### src/rtl/four_serial_sub.sv
// Bit-serial 4-bit subtractor D = A - B, LSB first, one bit per clock.
// Operands are captured on START; D/BOUT/V update only when the last bit completes.
module four_serial_sub (
  input  logic CLK,
  input  logic RST_N,
  input  logic START,
  input  logic A0,
  input  logic A1,
  input  logic A2,
  input  logic A3,
  input  logic B0,
  input  logic B1,
  input  logic B2,
  input  logic B3,
  output logic D0,
  output logic D1,
  output logic D2,
  output logic D3,
  output logic BOUT,
  output logic V,
  output logic BUSY,
  output logic DONE
);

  typedef enum logic [1:0] {
    IDLE  = 2'd0,
    SHIFT = 2'd1,
    FIN   = 2'd2
  } state_t;

  state_t      state_q;
  logic [1:0]  cnt_q;
  logic        br_q;
  logic [3:0]  a_q;
  logic [3:0]  b_q;
  logic [2:0]  res_q;
  logic [3:0]  d_q;
  logic        bout_q;
  logic        v_q;
  logic        busy_q;
  logic        done_q;

  logic        aBit;
  logic        bBit;
  logic        dBit_d;
  logic        br_d;

  // The current bit always sits at position 0 of the operand shift registers.
  always_comb begin
    aBit   = a_q[0];
    bBit   = b_q[0];
    dBit_d = aBit ^ bBit ^ br_q;
    br_d   = (~aBit & bBit) | (~(aBit ^ bBit) & br_q);
  end

  always_ff @(posedge CLK) begin
    if (!RST_N) begin
      state_q <= IDLE;
      cnt_q   <= 2'd0;
      br_q    <= 1'b0;
      a_q     <= 4'd0;
      b_q     <= 4'd0;
      res_q   <= 3'd0;
      d_q     <= 4'd0;
      bout_q  <= 1'b0;
      v_q     <= 1'b0;
      busy_q  <= 1'b0;
      done_q  <= 1'b0;
    end else begin
      case (state_q)
        IDLE, FIN: begin
          done_q <= 1'b0;
          if (START) begin
            a_q     <= {A3, A2, A1, A0};
            b_q     <= {B3, B2, B1, B0};
            br_q    <= 1'b0;
            cnt_q   <= 2'd0;
            state_q <= SHIFT;
            busy_q  <= 1'b1;
          end else begin
            state_q <= IDLE;
            busy_q  <= 1'b0;
          end
        end
        SHIFT: begin
          a_q   <= a_q >> 1;
          b_q   <= b_q >> 1;
          br_q  <= br_d;
          res_q <= {dBit_d, res_q[2:1]};
          cnt_q <= cnt_q + 2'd1;
          // On the last bit the operand LSBs are the original sign bits.
          if (cnt_q == 2'd3) begin
            d_q     <= {dBit_d, res_q};
            bout_q  <= br_d;
            v_q     <= (aBit != bBit) & (dBit_d != aBit);
            state_q <= FIN;
            busy_q  <= 1'b0;
            done_q  <= 1'b1;
          end
        end
        default: begin
          state_q <= IDLE;
          busy_q  <= 1'b0;
          done_q  <= 1'b0;
        end
      endcase
    end
  end

  assign D0   = d_q[0];
  assign D1   = d_q[1];
  assign D2   = d_q[2];
  assign D3   = d_q[3];
  assign BOUT = bout_q;
  assign V    = v_q;
  assign BUSY = busy_q;
  assign DONE = done_q;

endmodule

### config.mk
export PLATFORM = sky130hd
export DESIGN_NAME = four_serial_sub
export DESIGN_NICKNAME = d
export VERILOG_FILES = /design/src/rtl/four_serial_sub.sv
export SDC_FILE = /design/constraint.sdc
export NUM_CORES = 1
export LEC_CHECK = 0
export ABC_AREA = 1
export CELL_PAD_IN_SITES_DETAIL_PLACEMENT = 1
export CELL_PAD_IN_SITES_GLOBAL_PLACEMENT = 1
export CORE_AREA = 10 10 65 67
export CTS_CLUSTER_DIAMETER = 60
export DETAILED_ROUTE_END_ITERATION = 16
export DIE_AREA = 0 0 75 77
export PLACE_DENSITY_LB_ADDON = 0.1
export SLEW_MARGIN = 0
export SYNTH_ARGS = -nofsm -noshare
export SYNTH_HDL_FRONTEND = slang
export SYNTH_SLANG_ARGS = --single-unit
### constraint.sdc
create_clock -name CLK -period 3.2 [get_ports CLK]
set_input_delay 0.64 -clock CLK [delete_from_list [all_inputs] [get_ports CLK]]
set_output_delay 0.64 -clock CLK [all_outputs]
set_load 0.02 [all_outputs]
==> results.ini <==
[yosys]
ys_types=22
synth_cells=152
ys.warnings.count=0
syn_nets=166
syn_avg_cell_area_um2=7.491
synth.ff_latch_count=24
synth_area_um2=1139
seq_area_frac_synth=0.4220

[detailed_routing]
routed_via_density=4.856
wl_um=2782
routedWlPerCell_um=13.84
drtIter0Drc=13
vias=976
drc=0
postRouteAntennaNets=0
drtPass1Iterations=4

[worst_setup_path]
end_kind=output port
path_max_fanout=2
path_cells=clkdlybuf4s50_1
cpPeakStageDelay_ps=620
path_delay_family=buffers and inverters
cp_slowest_cell=clkdlybuf4s50_1
crit_path_start_kind=register
worstSetupPathType=register to output port
crit_buf_inv=1
critical_path_required_ps=2560
cp.arrival_ps=1310

[cells_and_area]
layout-drive-gt1-share=0.07143
areaGrowthSynthToFinish_pct=18.68
fin_area_um2=1351
final_util=0.4538
num-fill-cells=392
n_antenna_cell=0
fin_nets=183
fin_cells=201

[clocking]
root_buffer=clkbuf_4
cts_tree=done
htreeDepth=1
cts.path.max_buffers=2
postCtsSetupBuffers=0
clk_latency_ps=320
cts-hold-fix-buffers=0
post_cts_resized=0
cts.sinks=24
numCtsBuffers=3
cts.reportedPaths.clkPinSlew_ps=150

[sta]
finalHoldViolCount=0
setup_tns_ps=0
fmax_ghz=0.5131
fin_skew_ps=11.84
timing.hold.ws_ps=481.5
slew_headroom=0.4475
setup_viol=0
post-route-min-period_ps=1949
setup_slack_ps=1251
rsz0062_at_grt=false
worstMarginPinSlew_ps=826.1
finalMaxSlewViolations=0
fin_crit_sh=0.6091

[placed_design]
port-buffer-count=18
place.gp.congestion=0.7208
place.detailed.hpwl_um=2064
dpl-instance-area_um2=1299
detailedPlace.worstSlack_ps=1053
dp.cells=197

[global_routing]
grt_start_max_net_pins=24
overflow=0
first_global_vias=1035
grt_pass1_wl_um=4892
track_usage=0.1057
antenna_found_initial=0

[pwr]
p_sw_mw=0.1725
intPower_mw=0.4866
pwr-share-seq=0.499
power_density_nw_per_um2=487.8
swShare=0.2617
p_clk_frac=0.343
power_leakage_nw=0.6401
irDropWorstVdd_uv=197.6
totalPowerFinal_mw=0.6591
combPwrFrac=0.158

[status]
outcome=complete, no violations

[die]
core_area_um2=2978
fp-row-count=20
die_area_um2=5775
io_pins=19
die_h_um=77
die_w_um=75
initial_core_util=0.3824

[flow_run]
drv_cap=0

[hold_path]
hold_path_class=register to register

==> worst paths after layout <==
check / start / end / slack [ps] / depth (start not counted)
worst max-delay path: d_q[0]$_SDFFE_PN0P_ / D0 / 1250 / 1
worst min-delay path: BUSY$_SDFFE_PN0P_ / BUSY$_SDFFE_PN0P_ / 480 / 2
worst max register to register: a_q[0]$_SDFFE_PN0P_ / V$_SDFFE_PN0P_ / 1730 / 8
worst min register to register: BUSY$_SDFFE_PN0P_ / BUSY$_SDFFE_PN0P_ / 480 / 2
==> metal layers <==
metal	global-route usage	vias to the layer above	wire length, um	share of wire
met3	0.02574	2	111	0.040
li1	-	502	-	-
met4	0.03977	0	19	0.0068
met2	0.1777	10	1437	0.52
met5	0	-	0	0
met1	0.1231	462	1215	0.44
==> cells in the mapped netlist <==
cell,count,area share
nand3_1,15,0.066
inv_1,23,0.076
buf_6,3,0.030
nand3_2,2,0.018
fa_1,1,0.018
nor3_1,6,0.026
o22ai_1,1,0.0055
nand2_2,1,0.0055
o21a_1,1,0.0066
inv_4,2,0.011
nand3b_1,2,0.013
nor2_1,19,0.063
clkbuf_4,1,0.0066
o21ai_0,6,0.026
nand2_4,2,0.020
nor2_8,1,0.018
buf_2,1,0.0044
nand2_1,33,0.11
dfxtp_1,24,0.42
a21oi_1,5,0.022
buf_8,1,0.013
ha_1,2,0.022
==> flip-flops by register name, summed over array words and instances, names as in the netlist <==
name	count
DONE	1
BUSY	1
a_q	4
d_q	4
V	1
b_q	4
br_q	1
res_q	3
BOUT	1
state_q	2
cnt_q	2
==> cells by family (layout without fill, tap and decap cells) <==
kind of cell    count (synthesis)  in the layout  share of synthesized area
buf+inv                        31             47                     0.1406
compound gates                 13             13                    0.06044
flops                          24             24                     0.4220
fa+ha+maj                       3              3                    0.03956
simple gates                   81             81                     0.3374
==> power groups by stage <==
stage | clock, mW | sequential [mW] | combinational [mW]
CTS | 0.233 | 0.330 | 0.107
floorplan | 0 | 0.332 | 0.0826
detailed placement | 0 | 0.336 | 0.106
global placement | 0 | 0.335 | 0.101
global route | 0.244 | 0.332 | 0.121
finish | 0.226 | 0.329 | 0.104
==> cell usage in the layout (no fill, tap or decap), drive strengths merged <==
cell type,n
clkbuf,3
ha,2
nand3,17
nand3b,2
o21a,1
fa,1
nor2,20
o22ai,1
bufinv,1
dfxtp,24
o21ai,6
inv,25
nor3,6
nand2,36
a21oi,5
clkdlybuf4s50,18
==> cell type report <==
cell class / instances / area, um^2 / area share
repair buffers: 18 / 180.2 / 0.1333
clock inverters: 1 / 30.03 / 0.02222
clock buffers: 3 / 22.52 / 0.01667
inverters: 25 / 98.84 / 0.07315
well taps: 33 / 41.29 / 0.03056
multi-input cells: 97 / 498.0 / 0.3685
flip-flops and latches: 24 / 480.5 / 0.3556
Power figures use the tool's default switching activity.
